## config.mk

```make
export PLATFORM = sky130hd
export DESIGN_NAME = rx_alu_interface_flat
export DESIGN_NICKNAME = d
export VERILOG_FILES = /design/src/rtl/uart_alu_pkg.sv /design/src/rtl/rx_alu_interface_if.sv /design/src/rtl/rx_alu_interface_timeout.sv /design/src/rtl/rx_alu_interface.sv /design/src/flat_wrapper.sv
export SDC_FILE = /design/constraint.sdc
export NUM_CORES = 1
export LEC_CHECK = 0
export ABC_AREA = 0
export ABC_CLOCK_PERIOD_IN_PS = 1750
export CAP_MARGIN = 5
export CORE_ASPECT_RATIO = 0.8
export CORE_UTILIZATION = 40
export CTS_CLUSTER_SIZE = 24
export DETAILED_ROUTE_END_ITERATION = 8
export PLACE_DENSITY_LB_ADDON = 0.1
export REMOVE_ABC_BUFFERS = 1
export SLEW_MARGIN = 10
export SYNTH_ARGS = -nofsm -noshare
export SYNTH_HDL_FRONTEND = slang
export SYNTH_SLANG_ARGS = --single-unit
```

## constraint.sdc

```tcl
create_clock -name i_clock -period 1.75 [get_ports i_clock]
set_clock_uncertainty 0.05 [all_clocks]
set_input_delay 0.2625 -clock i_clock [delete_from_list [all_inputs] [get_ports i_clock]]
set_output_delay 0.2625 -clock i_clock [all_outputs]
set_load 0.02 [all_outputs]
```

## src/rtl/uart_alu_pkg.sv

```systemverilog
// Shared definitions for the UART-ALU path: FSM state encodings, default widths
// and the ALU opcode map used by the ALU, the rx/alu interface and the benches.
package uart_alu_pkg;

  localparam int NB_STATE      = 3;
  localparam int DEF_NB_DATA   = 8;
  localparam int DEF_NB_OPCODE = 6;

  typedef enum logic [NB_STATE-1:0] {
    ST_0_WAIT_A  = 3'd0,
    ST_1_WAIT_B  = 3'd1,
    ST_2_WAIT_OP = 3'd2,
    ST_3_COMPUTE = 3'd3,
    ST_4_SEND    = 3'd4,
    ST_5_WAIT_TX = 3'd5
  } state_e;

  localparam logic [DEF_NB_OPCODE-1:0] OP_ADD = 6'b100000;
  localparam logic [DEF_NB_OPCODE-1:0] OP_SUB = 6'b100010;
  localparam logic [DEF_NB_OPCODE-1:0] OP_AND = 6'b100100;
  localparam logic [DEF_NB_OPCODE-1:0] OP_OR  = 6'b100101;
  localparam logic [DEF_NB_OPCODE-1:0] OP_XOR = 6'b100110;
  localparam logic [DEF_NB_OPCODE-1:0] OP_SRA = 6'b000011;
  localparam logic [DEF_NB_OPCODE-1:0] OP_SRL = 6'b000010;
  localparam logic [DEF_NB_OPCODE-1:0] OP_NOR = 6'b100111;

  // States in which the inter-byte gap of a frame is being timed.
  function automatic logic is_frame_gap_state(input state_e st);
    return (st == ST_1_WAIT_B) || (st == ST_2_WAIT_OP);
  endfunction

endpackage

```

## src/rtl/rx_alu_interface_if.sv

```systemverilog
// Bundle of the receiver, ALU and transmitter signals seen by rx_alu_interface.
interface rx_alu_interface_if
  import uart_alu_pkg::*;
#(
  parameter int NB_DATA   = DEF_NB_DATA,
  parameter int NB_OPCODE = DEF_NB_OPCODE
);

  logic [NB_DATA-1:0]   i_rx_data;
  logic                 i_rx_done;
  logic [NB_DATA-1:0]   i_alu_result;
  logic                 i_tx_done;
  logic [NB_DATA-1:0]   o_data_a;
  logic [NB_DATA-1:0]   o_data_b;
  logic [NB_OPCODE-1:0] o_opcode;
  logic [NB_DATA-1:0]   o_tx_data;
  logic                 o_tx_start;
  logic                 o_timeout;
  logic                 o_overrun;

  modport slave (
    input  i_rx_data, i_rx_done, i_alu_result, i_tx_done,
    output o_data_a, o_data_b, o_opcode, o_tx_data, o_tx_start, o_timeout, o_overrun
  );

  modport master (
    output i_rx_data, i_rx_done, i_alu_result, i_tx_done,
    input  o_data_a, o_data_b, o_opcode, o_tx_data, o_tx_start, o_timeout, o_overrun
  );

endinterface

```

## src/rtl/rx_alu_interface_timeout.sv

```systemverilog
// Inter-byte gap counter: counts while enabled and flags the cycle in which the
// count sits at TIMEOUT_CYCLES-1; it restarts from zero after that cycle.
module frame_timeout_counter #(
  parameter int TIMEOUT_CYCLES = 1000000,
  parameter int NB_TIMEOUT     = 20
) (
  input  logic i_clock,
  input  logic i_reset,
  input  logic i_clear,
  input  logic i_enable,
  output logic o_expired
);

  localparam logic [NB_TIMEOUT-1:0] LAST_COUNT = NB_TIMEOUT'(TIMEOUT_CYCLES - 1);

  logic [NB_TIMEOUT-1:0] count;

  assign o_expired = i_enable && (count == LAST_COUNT);

  always_ff @(posedge i_clock) begin
    if (!i_reset) begin
      count <= '0;
    end else if (i_clear || o_expired) begin
      count <= '0;
    end else if (i_enable) begin
      count <= count + 1'b1;
    end
  end

endmodule

```

## src/rtl/rx_alu_interface.sv

```systemverilog
// Assembles operand A, operand B and opcode from the UART receiver, latches the
// ALU result and hands it to the UART transmitter with a start/done handshake.
module rx_alu_interface
  import uart_alu_pkg::*;
#(
  parameter int NB_DATA        = DEF_NB_DATA,
  parameter int NB_OPCODE      = DEF_NB_OPCODE,
  parameter int TIMEOUT_CYCLES = 1000000,
  parameter int NB_TIMEOUT     = 20
) (
  input  logic               i_clock,
  input  logic               i_reset,
  rx_alu_interface_if.slave  bus
);

  state_e             state;
  logic [NB_DATA-1:0] rx_byte;
  logic               cnt_clear;
  logic               cnt_enable;
  logic               cnt_expired;

  assign rx_byte    = bus.i_rx_data;
  assign cnt_enable = is_frame_gap_state(state);
  // Counter idles at zero outside the gap states, so entering WAIT_A clears it.
  assign cnt_clear  = !cnt_enable || bus.i_rx_done;

  frame_timeout_counter #(
    .TIMEOUT_CYCLES (TIMEOUT_CYCLES),
    .NB_TIMEOUT     (NB_TIMEOUT)
  ) u_timeout (
    .i_clock   (i_clock),
    .i_reset   (i_reset),
    .i_clear   (cnt_clear),
    .i_enable  (cnt_enable),
    .o_expired (cnt_expired)
  );

  always_ff @(posedge i_clock) begin
    if (!i_reset) begin
      state          <= ST_0_WAIT_A;
      bus.o_data_a   <= '0;
      bus.o_data_b   <= '0;
      bus.o_opcode   <= '0;
      bus.o_tx_data  <= '0;
      bus.o_tx_start <= 1'b0;
      bus.o_timeout  <= 1'b0;
      bus.o_overrun  <= 1'b0;
    end else begin
      bus.o_tx_start <= 1'b0;
      bus.o_timeout  <= 1'b0;
      case (state)
        ST_0_WAIT_A: begin
          if (bus.i_rx_done) begin
            bus.o_data_a <= rx_byte;
            state        <= ST_1_WAIT_B;
          end
        end
        ST_1_WAIT_B: begin
          if (bus.i_rx_done) begin
            bus.o_data_b <= rx_byte;
            state        <= ST_2_WAIT_OP;
          end else if (cnt_expired) begin
            bus.o_timeout <= 1'b1;
            state         <= ST_0_WAIT_A;
          end
        end
        ST_2_WAIT_OP: begin
          if (bus.i_rx_done) begin
            bus.o_opcode <= rx_byte[NB_OPCODE-1:0];
            state        <= ST_3_COMPUTE;
          end else if (cnt_expired) begin
            bus.o_timeout <= 1'b1;
            state         <= ST_0_WAIT_A;
          end
        end
        ST_3_COMPUTE: begin
          bus.o_tx_data <= bus.i_alu_result;
          state         <= ST_4_SEND;
        end
        ST_4_SEND: begin
          bus.o_tx_start <= 1'b1;
          state          <= ST_5_WAIT_TX;
        end
        ST_5_WAIT_TX: begin
          if (bus.i_tx_done) begin
            state <= ST_0_WAIT_A;
          end
        end
        default: begin
          state <= ST_0_WAIT_A;
        end
      endcase
      // Bytes arriving while a result is in flight are dropped but remembered.
      if (bus.i_rx_done && (state inside {ST_3_COMPUTE, ST_4_SEND, ST_5_WAIT_TX})) begin
        bus.o_overrun <= 1'b1;
      end
    end
  end

endmodule

```

## src/flat_wrapper.sv

```systemverilog
// flat-port wrapper written by rule: the top's interface ports become plain ports
module rx_alu_interface_flat import uart_alu_pkg::*;
#(
  parameter int NB_DATA        = DEF_NB_DATA,
  parameter int NB_OPCODE      = DEF_NB_OPCODE,
  parameter int TIMEOUT_CYCLES = 1000000,
  parameter int NB_TIMEOUT     = 20
)
  (i_clock, i_reset, bus_i_rx_data, bus_i_rx_done, bus_i_alu_result, bus_i_tx_done, bus_o_data_a, bus_o_data_b, bus_o_opcode, bus_o_tx_data, bus_o_tx_start, bus_o_timeout, bus_o_overrun);
  rx_alu_interface_if #(.NB_DATA(NB_DATA), .NB_OPCODE(NB_OPCODE)) bus_i ();
  input  logic i_clock;
  input  logic i_reset;
  input wire logic [$bits(bus_i.i_rx_data)-1:0] bus_i_rx_data;
  input wire logic [$bits(bus_i.i_rx_done)-1:0] bus_i_rx_done;
  input wire logic [$bits(bus_i.i_alu_result)-1:0] bus_i_alu_result;
  input wire logic [$bits(bus_i.i_tx_done)-1:0] bus_i_tx_done;
  output wire logic [$bits(bus_i.o_data_a)-1:0] bus_o_data_a;
  output wire logic [$bits(bus_i.o_data_b)-1:0] bus_o_data_b;
  output wire logic [$bits(bus_i.o_opcode)-1:0] bus_o_opcode;
  output wire logic [$bits(bus_i.o_tx_data)-1:0] bus_o_tx_data;
  output wire logic [$bits(bus_i.o_tx_start)-1:0] bus_o_tx_start;
  output wire logic [$bits(bus_i.o_timeout)-1:0] bus_o_timeout;
  output wire logic [$bits(bus_i.o_overrun)-1:0] bus_o_overrun;
  assign bus_i.i_rx_data = bus_i_rx_data;
  assign bus_i.i_rx_done = bus_i_rx_done;
  assign bus_i.i_alu_result = bus_i_alu_result;
  assign bus_i.i_tx_done = bus_i_tx_done;
  assign bus_o_data_a = bus_i.o_data_a;
  assign bus_o_data_b = bus_i.o_data_b;
  assign bus_o_opcode = bus_i.o_opcode;
  assign bus_o_tx_data = bus_i.o_tx_data;
  assign bus_o_tx_start = bus_i.o_tx_start;
  assign bus_o_timeout = bus_i.o_timeout;
  assign bus_o_overrun = bus_i.o_overrun;
  rx_alu_interface #(.NB_DATA(NB_DATA), .NB_OPCODE(NB_OPCODE), .TIMEOUT_CYCLES(TIMEOUT_CYCLES), .NB_TIMEOUT(NB_TIMEOUT)) u_core (.i_clock(i_clock), .i_reset(i_reset), .bus(bus_i));
endmodule
```

==> reports/qor.yml <==
sta:
  hold_slack_ns: 0.407
  min_period_over_period_pct: 113
  setup_viol: 23
  hold_violations: 0
  worst_slack_ns: -0.219
  max_slew_margin_pct: 71.9
  period_needed_ns: 1.97
  slew_violations: 0
  worstMarginPinSlew_ns: 0.422
  max_freq_ghz: 0.508
  rsz0062_at_grt: "true"
outcome:
  status: "complete, but fails checks"
  violations: "setup timing"
layout:
  fillers: 524
  utilization_pct: 59.4
  diodes: 0
  layout-drive-gt1-share_pct: 16.2
  area_growth_pct: 40.4
  fin_area_um2: 3300
  fin_nets: 372
  instances_no_fill: 430
floorplan:
  std_cell_rows: 24
  coreArea_um2: 5560
  die_y_um: 70.6
  die_x_um: 87.7
  die-area_um2: 6190
  ios: 53
  initial_core_util_pct: 42.3
setup_path:
  cp-start-kind: "register"
  arrival_ns: 2.12
  reg2reg_setup_slack_ns: -0.22
  worstPathMaxFanout: 7
  crit_required_ns: 1.90
  end_kind: "register"
  critical_path_class: "reg -> reg"
yosys:
  ys_ff_latch: 56
  synth.distinct_cells: 41
  synth_ff_type: "dfxtp_1"
  netlist_area_um2: 2350
  ys_warn_count: 0
  synth_edf_count: 0
  seq_area_frac_synth_pct: 47.7
  synthCells: 271
  synth-async-reset-ratio_pct: 0
  syn-mean-instance-area_um2: 8.68
worst_hold_path:
  hp-class: "reg -> reg"
grt:
  grt_use_total_pct: 20.0
  busiest_layer: "met1"
  grt_antenna_before_repair: 0
  overflow: 0
  grt_max_degree: 19
  met3_usage_pct: 4.55
  grt_pass1_vias: 2017
  met2_usage_pct: 28.5
  globalRouteMet1Util_pct: 29.9
  grt_pass1_wl_um: 9660
route:
  dr.pass1.iters: 4
  drtAntennaViolNets: 0
  drt_first_iter_violations: 63
  vias_per_cell: 5.02
  drc: 0
  dr_total_vias: 2159
  wl_per_cell_um: 13.3
  wl_um: 5710
power_and_ir_drop:
  vdd_drop_max_uv: 323
  powerDensity_nw_per_um2: 723
  p_leak_nw: 1.13
cts:
  clkSlewWorstSetupHoldPaths_ns: 0.10
  cts.sinks: 56
  cts_max_level: 2
  cts_tree: "done"
  ctsHoldBuffers: 0
  cts_buffer_depth: 2
  cts_root_buf: "clkbuf_8"
  clk_latency_ns: 0.31
  cts_made_buffers: 5
  cts_post_setup_buffers_inserted: 0
job:
  cap_violations: 0
placement:
  io_buffer_count: 52
  placed_cell_area_um2: 3170
  dp_cells: 422
  place_congestion: 0.828
  preCtsSetupSlack_ns: -0.218
  hpwlAfterDp_um: 4010
where the power goes:
part,switching (W),internal [W]
logic,0.000164,0.000156
registers,0.0000163,0.00131
clock network,0.000427,0.000317
total,0.000607,0.00178
metal layers:
| metal | wire [um] | vias to the layer above |
|---|---|---|
| met5 | 0 | - |
| met4 | 65 | 0 |
| met3 | 246 | 5 |
| met2 | 2280 | 46 |
| met1 | 3110 | 1002 |
| li1 | - | 1106 |
critical path, cell delays in order, from the launching register on:
cell     delay (ns)
dfxtp_1        0.33
or4b_4         0.53
or4_4          0.56
o21ai_4        0.19
buf_6          0.16
a21oi_1        0.05
cells in the mapped netlist, types with 2 or more instances:
cell	number	area share, %
dfxtp_1	56	48
nand2_1	51	8.1
a21oi_1	25	5.3
nand3_1	16	3.4
nor2_1	14	2.2
a21boi_0	12	3.8
o31ai_1	10	3.2
or4_1	10	3.2
clkbuf_1	8	1.3
nor2b_1	7	1.9
mux2i_1	6	2.6
nor3_1	5	1.1
xor2_1	5	1.9
nand2b_1	4	1.1
xnor2_1	4	1.5
nand4_1	3	0.80
o21ai_0	3	0.64
and3_1	2	0.53
and3_2	2	0.64
buf_2	2	0.43
buf_4	2	0.64
buf_6	2	0.96
inv_1	2	0.32
nand3b_1	2	0.64
nor3b_1	2	0.64
path summary, 6_finish.rpt:
kind	start	to	cells past startpoint
setup / recovery	u_core.u_timeout.count[12]	u_core.u_timeout.count[15]	5
hold / removal	u_core.bus.o_data_a[7]	u_core.bus.o_data_a[7]	2
setup reg to reg	u_core.u_timeout.count[12]	u_core.u_timeout.count[15]	5
hold reg to reg	u_core.bus.o_data_a[7]	u_core.bus.o_data_a[7]	2
timing repair:
item                       in CTS  in global routing
pin swaps                       6                  4
setup endpoints to repair      23                 23
gates cloned                    0                  0
resized for setup              12                  2
flip-flops by register name, summed over array words and instances (netlist names):
| signal | cells |
|---|---|
| u_core.bus.o_tx_start | 1 |
| u_core.bus.o_opcode | 6 |
| u_core.bus.o_timeout | 1 |
| u_core.state | 3 |
| u_core.bus.o_overrun | 1 |
| u_core.bus.o_tx_data | 8 |
| u_core.bus.o_data_a | 8 |
| u_core.bus.o_data_b | 8 |
| u_core.u_timeout.count | 20 |
cells by family (layout without fill, tap and decap cells):
kind of cell | Yosys count | in the layout | share of synthesized area (%)
AO/OA/AOI/OAI | 54 | 54 | 14.3
adder cells (fa/ha/maj) | 1 | 1 | 0.532
buffers and inverters | 17 | 98 | 3.78
flip-flops | 56 | 56 | 47.7
XOR/XNOR | 9 | 9 | 3.35
multiplexers | 6 | 6 | 2.55
AND/OR/NAND/NOR | 128 | 128 | 27.9
layout by cell type, fill, tap and decap left out, types with 3 or more instances in the layout:
master           count
nand2b_1             4
nand3_1             16
nand2_1             51
a21boi_0            12
xnor2_1              4
clkbuf_8             6
clkdlybuf4s50_1     52
or4_1               10
a21oi_1             24
xor2_1               5
nand4_1              3
buf_6                3
buf_4               31
nor3_1               4
nor2b_1              7
o31ai_1             10
mux2i_1              6
nor2_1              12
dfxtp_1             54
final cells by class:
| class | count | area, um2 | area share [%] |
|---|---|---|---|
| tap | 78 | 97.6 | 2.96 |
| multi-input combinational | 198 | 1170 | 35.4 |
| clock inverter | 2 | 10.0 | 0.303 |
| inverter | 3 | 11.3 | 0.341 |
| clock buffer | 6 | 82.6 | 2.50 |
| sequential | 56 | 1120 | 34.0 |
| timing repair buffer | 87 | 807 | 24.4 |
metrics by stage:
stage                     power, W  TNS [ns]
after global routing       0.00247     -5.62
final                      0.00239     -4.65
after detailed placement   0.00167     -4.57
after global placement     0.00167     -3.99
after CTS                  0.00240     -4.91
after floorplan            0.00149     -7.32
Power figures use the tool's default switching activity.
==> RTL edit 1: new RTL, same settings <==
Change the package constant `DEF_NB_DATA` from 8 to 12.
--- a/src/rtl/uart_alu_pkg.sv
+++ b/src/rtl/uart_alu_pkg.sv
@@ -4,5 +4,5 @@
 
   localparam int NB_STATE      = 3;
-  localparam int DEF_NB_DATA   = 8;
+  localparam int DEF_NB_DATA   = 12;
   localparam int DEF_NB_OPCODE = 6;
 
Interface: changed (5 resized); port bits go from 53 to 73. No check against the original RTL was run, so the function may have changed too.
==> RTL edit 1 against the original RTL <==
- first-iteration DRC count rose by 70%
- final cell count rose by 20%
- routed wire length rose by 23%
- sequential cell count rose by 12
- global-route usage fell by 0.69 points
- design area rose by 27%
- sequential power rose by 22%
- power rose by 37%
- combinational power rose by 37%
- synthesized area rose by 21%
- the run still ends with setup timing left
- non-clock buffer count rose by 22
- critical endpoint is now u_core.state[1]$_SDFFE_PN0P_
- utilization rose by 1.6 points
- worst setup slack improved by 93 ps
- synthesized cell count rose by 20%
==> RTL edit 1: results (changes against the original RTL) <==
cells_and_area:
  layout-drive-gt1-share_pct: 16.0  # -0.15 points
  fillers: 593  # +13%
  final_nets: 454  # +22%
placed_design:
  port_buffers: 72  # +38%
  gp_congestion: 0.749  # -9.6%
  dp.cells: 496  # +18%
  hpwlAfterDp_um: 4740  # +18%
  dp_slack_ps: -119  # +99.2 ps
  place_area_um2: 3890  # +23%
critical_path:
  crit_path_max_incr_delay_ps: 520  # -40 ps
  r2r_start: "u_core.u_timeout.count[6]$_SDFFE_PP0P_"
  r2r_cells: 5  # unchanged
  cp-endpoint: "u_core.state[1]$_SDFFE_PN0P_"
  crit_slowest_cell: "or4b_4"
  cp_max_fo: 3  # -4
  arrival_ps: 2040  # -80 ps
global_routing:
  grt_max_degree: 48  # +29
  grt_pass1_wl_um: 11000  # +13%
  grt_use_total_pct: 19.3  # -0.69 points
  antenna_found_initial: 0  # unchanged
  grt_pass1_vias: 2302  # +14%
status:
  outcome: "finished, violations left"
  violations: "setup timing"
synthesis:
  yosys-top-cells-area: "dfxtp_1 (48%), nand2_1 (11%), a21boi_0 (10%)"
  syn_inst: 326  # +20%
  yosysUniqueCellTypes: 39  # -4.9%
  post-synth-top-count-cell: "nand2_1"
  ys_top_cells_by_count: "nand2_1 (83), dfxtp_1 (68), a21boi_0 (38), clkbuf_1 (16), a21oi_1 (14)"
sta:
  fin_ws_ps: -127  # +92.5 ps
  final.setup.tns_ps: -2330  # +2320 ps
  fin_worst_hold_slack_ps: 395  # -11.5 ps
  finalSetupViolCount: 22  # -4.3%
  tightest_slew_ps: 397  # -24.9 ps
route:
  drt_iter0_drc: 107  # +70%
  vias: 2572  # +19%
  dr.pass1.iters: 4  # unchanged
  avgRoutedWirePerCell_um: 13.5  # +1.9%
  via_per_inst: 4.97  # -0.92%
clock_tree:
  cts.clk_slew.worst_paths_ps: 70  # -30 ps
  cts_max_level: 3  # +1
  cts_made_buffers: 9  # +4
  insertion_delay_ps: 330  # +20 ps
pwr:
  peakVddDrop_uv: 493  # +53%
  power_density_nw_per_um2: 783  # +8.3%
  p_int_mw: 2.48  # +39%
  p_leak_nw: 1.44  # +28%
RTL edit 1: changes by cell type in the layout (fill, tap and decap cells not counted), sizes merged, moves of 3 or more:
cell           delta
clkdlybuf4s50    +20
and2              +3
nor3              -4
or4               -3
nand3             -8
a21boi           +26
nor2              -3
dfxtp            +12
clkbuf            +6
nand2            +32
a21oi            -11
RTL edit 1: how the worst min path moves through the flow:
stage	from	end	cells past startpoint
6_report	u_core.u_timeout.count[0]$_SDFFE_PP0P_	u_core.u_timeout.count[0]$_SDFFE_PP0P_	1
4_1_cts	u_core.u_timeout.count[0]$_SDFFE_PP0P_	u_core.u_timeout.count[0]$_SDFFE_PP0P_	1
2_1_floorplan	i_reset	u_core.bus.o_overrun$_SDFFE_PN0P_	1
5_1_grt	bus_i_alu_result[3]	u_core.bus.o_tx_data[3]$_SDFFE_PN0N_	3
3_3_place_gp	u_core.u_timeout.count[0]$_SDFFE_PP0P_	u_core.u_timeout.count[0]$_SDFFE_PP0P_	1
3_5_place_dp	u_core.u_timeout.count[0]$_SDFFE_PP0P_	u_core.u_timeout.count[0]$_SDFFE_PP0P_	1
RTL edit 1: kinds of logic after synthesis:
| logic type | after synthesis | share of synthesized area (%) |
|---|---|---|
| DFF | 68 | 48.0 |
| buffers and inverters | 23 | 3.53 |
| adders and majority gates | 1 | 0.441 |
| muxes | 6 | 2.12 |
| AOI/OAI and AO/OA | 70 | 17.2 |
| and+or+nand+nor | 149 | 25.7 |
| xor gates and xnor gates | 9 | 3.04 |
RTL edit 1: timing repair:
action,4_1_cts,5_1_grt
setup buffers,1,3
gates cloned,0,1
pin swaps,2,0
setup endpoints to repair,21,22
gates resized for setup,4,13
RTL edit 1: area by class of cell:
class | count | area share [%]
clock inverter | 5 | 1.25
sequential | 68 | 32.6
tap | 87 | 2.60
clock buffer | 11 | 3.14
multi-input combinational | 235 | 34.2
inverter | 2 | 0.179
timing repair buffer | 109 | 26.1
RTL edit 1: power by group through the flow:
stage                     Sequential (mW)  Combinational (mW)  Clock, mW
final                                1.61               0.438       1.22
after global routing                 1.62               0.470       1.35
after CTS                            1.61               0.429       1.27
after detailed placement             1.65               0.423          0
after global placement               1.65               0.424          0
after floorplan                      1.70               0.111          0
RTL edit 1: routing by layer:
layer  vias up  GRT usage [%]  part of all wire, %  routed length, µm
met2        69           28.7                   43               2990
met3         4           8.04                  8.4                588
li1       1318              -                    -                  -
met4         0           5.37                 0.66                 46
met5         -              0                    0                  0
met1      1181           25.5                   48               3370
RTL edit 1: worst reg2reg max path, delay by kind of cell, from the launching register on:
family,cells,cell delay [ps]
buf+inv,1,150
flops,1,320
compound gates,2,360
simple gates,2,890
==> RTL edit 2: new RTL, config.mk and constraints unchanged <==
Made on the original files. Make the reset (`i_reset`) asynchronous in 2 clocked blocks.
--- a/src/rtl/rx_alu_interface_timeout.sv
+++ b/src/rtl/rx_alu_interface_timeout.sv
@@ -18,5 +18,5 @@
   assign o_expired = i_enable && (count == LAST_COUNT);
 
-  always_ff @(posedge i_clock) begin
+  always_ff @(posedge i_clock or negedge i_reset) begin
     if (!i_reset) begin
       count <= '0;
--- a/src/rtl/rx_alu_interface.sv
+++ b/src/rtl/rx_alu_interface.sv
@@ -36,5 +36,5 @@
   );
 
-  always_ff @(posedge i_clock) begin
+  always_ff @(posedge i_clock or negedge i_reset) begin
     if (!i_reset) begin
       state          <= ST_0_WAIT_A;
Formal check against the unedited RTL: differs if i_reset is asserted again (counterexample within 4 cycles, from zero or initial values and one cycle with i_reset low); with i_reset held inactive, the same outputs for 10 cycles.
==> RTL edit 2 against the original RTL <==
- the run still ends with setup timing left
- sequential cell count unchanged
- synthesized area up 2.1%
- worst setup slack better by 43 ps
- utilization up 5.4 points
- design area up 10%
- routed wire length down 7.2%
- non-clock buffer count up 11
Power is not compared: it rests on default switching activity, and its combinational part moved more than twofold at a synthesized area within 25%.
==> RTL edit 2: results (changes against the original RTL) <==
global_routing:
  grt_use_total_pct: 17.9  # -2.1 points
  grt_pass1_vias: 1798  # -11%
  grt_pass1_wl_um: 8580  # -11%
  grt_max_degree: 51  # +32
cells_and_area:
  layout-drive-gt1-share_pct: 39.2  # +23 points
  final_nets: 316  # -15%
  fillers: 456  # -13%
placed_design:
  hpwlAfterDp_um: 3540  # -12%
  dp.cells: 355  # -16%
  dp_slack_ps: -166  # +52.1 ps
  gp_congestion: 0.760  # -8.2%
sta:
  final.setup.tns_ps: -2220  # +2430 ps
  fin_ws_ps: -177  # +42.7 ps
  finalSetupViolCount: 20  # -13%
  tightest_slew_ps: 536  # +114 ps
route:
  drt_iter0_drc: 92  # +46%
  wl_um: 5300  # -7.2%
  avgRoutedWirePerCell_um: 14.2  # +6.7%
status:
  violations: "setup timing"
  outcome: "finished, violations left"
synthesis:
  synth_seq_area_share_pct: 58.3  # +11 points
  synthAdderAreaFrac_pct: 0.521  # -0.011 points
  synth_compound_area_share_pct: 4.84  # -9.4 points
  ys_top_cells_by_count: "dfrtp_1 (56), mux2_2 (30), nor2_1 (19), nand2_1 (11), xnor2_1 (11)"
  yosys-top-cells-area: "dfrtp_1 (58%), mux2_2 (14%), xnor2_1 (4.0%)"
  synthMuxAreaShare_pct: 14.1  # +12 points
  synth_xor_xnor_area_share_pct: 4.38  # +1.0 points
  syn_inst: 194  # -28%
  postSynth.asyncResetShare_pct: 100  # +100 points
pwr:
  seq_cell_power_mw: 1.96
critical_path:
  cp_max_fo: 3  # -4
  crit_path_max_incr_delay_ps: 530  # -30 ps
hold_path:
  min_path_type: "input port to asynchronous set/reset pin"
[RTL edit 2: cell families after synthesis]
group | after synthesis
buffers and inverters | 9
AND/OR/NAND/NOR | 68
multiplexers | 30
adder cells (fa/ha/maj) | 1
flip-flops | 56
XOR/XNOR | 12
AO/OA/AOI/OAI | 18
[RTL edit 2: layout make-up]
cell class	count	area (µm²)	share of cell area (%)
repair buffers	98	910	25.0
clock inverters	2	38.8	1.06
well taps	78	97.6	2.68
multi-input cells	129	1090	30.0
flip-flops and latches	56	1400	38.5
inverters	5	18.8	0.515
clock buffers	6	82.6	2.27
[RTL edit 2: worst paths after layout]
path | to | cells after the start | slack, ps
worst min register to register | u_core.bus.o_overrun$_DFFE_PN0P_ | 1 | 440
worst min-delay path | u_core.bus.o_tx_data[7]$_DFFE_PN0N_ | 2 | 270
worst max-delay path | u_core.u_timeout.count[18]$_DFFE_PN0P_ | 5 | -180
worst max register to register | u_core.u_timeout.count[18]$_DFFE_PN0P_ | 5 | -180
min in group i_clock | u_core.bus.o_overrun$_DFFE_PN0P_ | 1 | 440
max in group asynchronous | u_core.u_timeout.count[10]$_DFFE_PN0P_ | 3 | 870
[RTL edit 2: routing by layer]
| layer | part of all wire, % | global-route usage, % | up-vias |
|---|---|---|---|
| li1 | - | - | 885 |
| met1 | 47 | 26.6 | 894 |
| met2 | 44 | 24.5 | 58 |
| met3 | 6.6 | 4.95 | 9 |
| met4 | 1.8 | 7.17 | 0 |
| met5 | 0 | 0 | - |
[RTL edit 2: what timing repair did]
item                       CTS  global route
pin swaps                    6            12
setup endpoints to repair   22            22
hold buffers                 1             0
resized for setup            2            43
gates cloned                 0             2
setup buffers                4             5
hold endpoints to repair     6             0
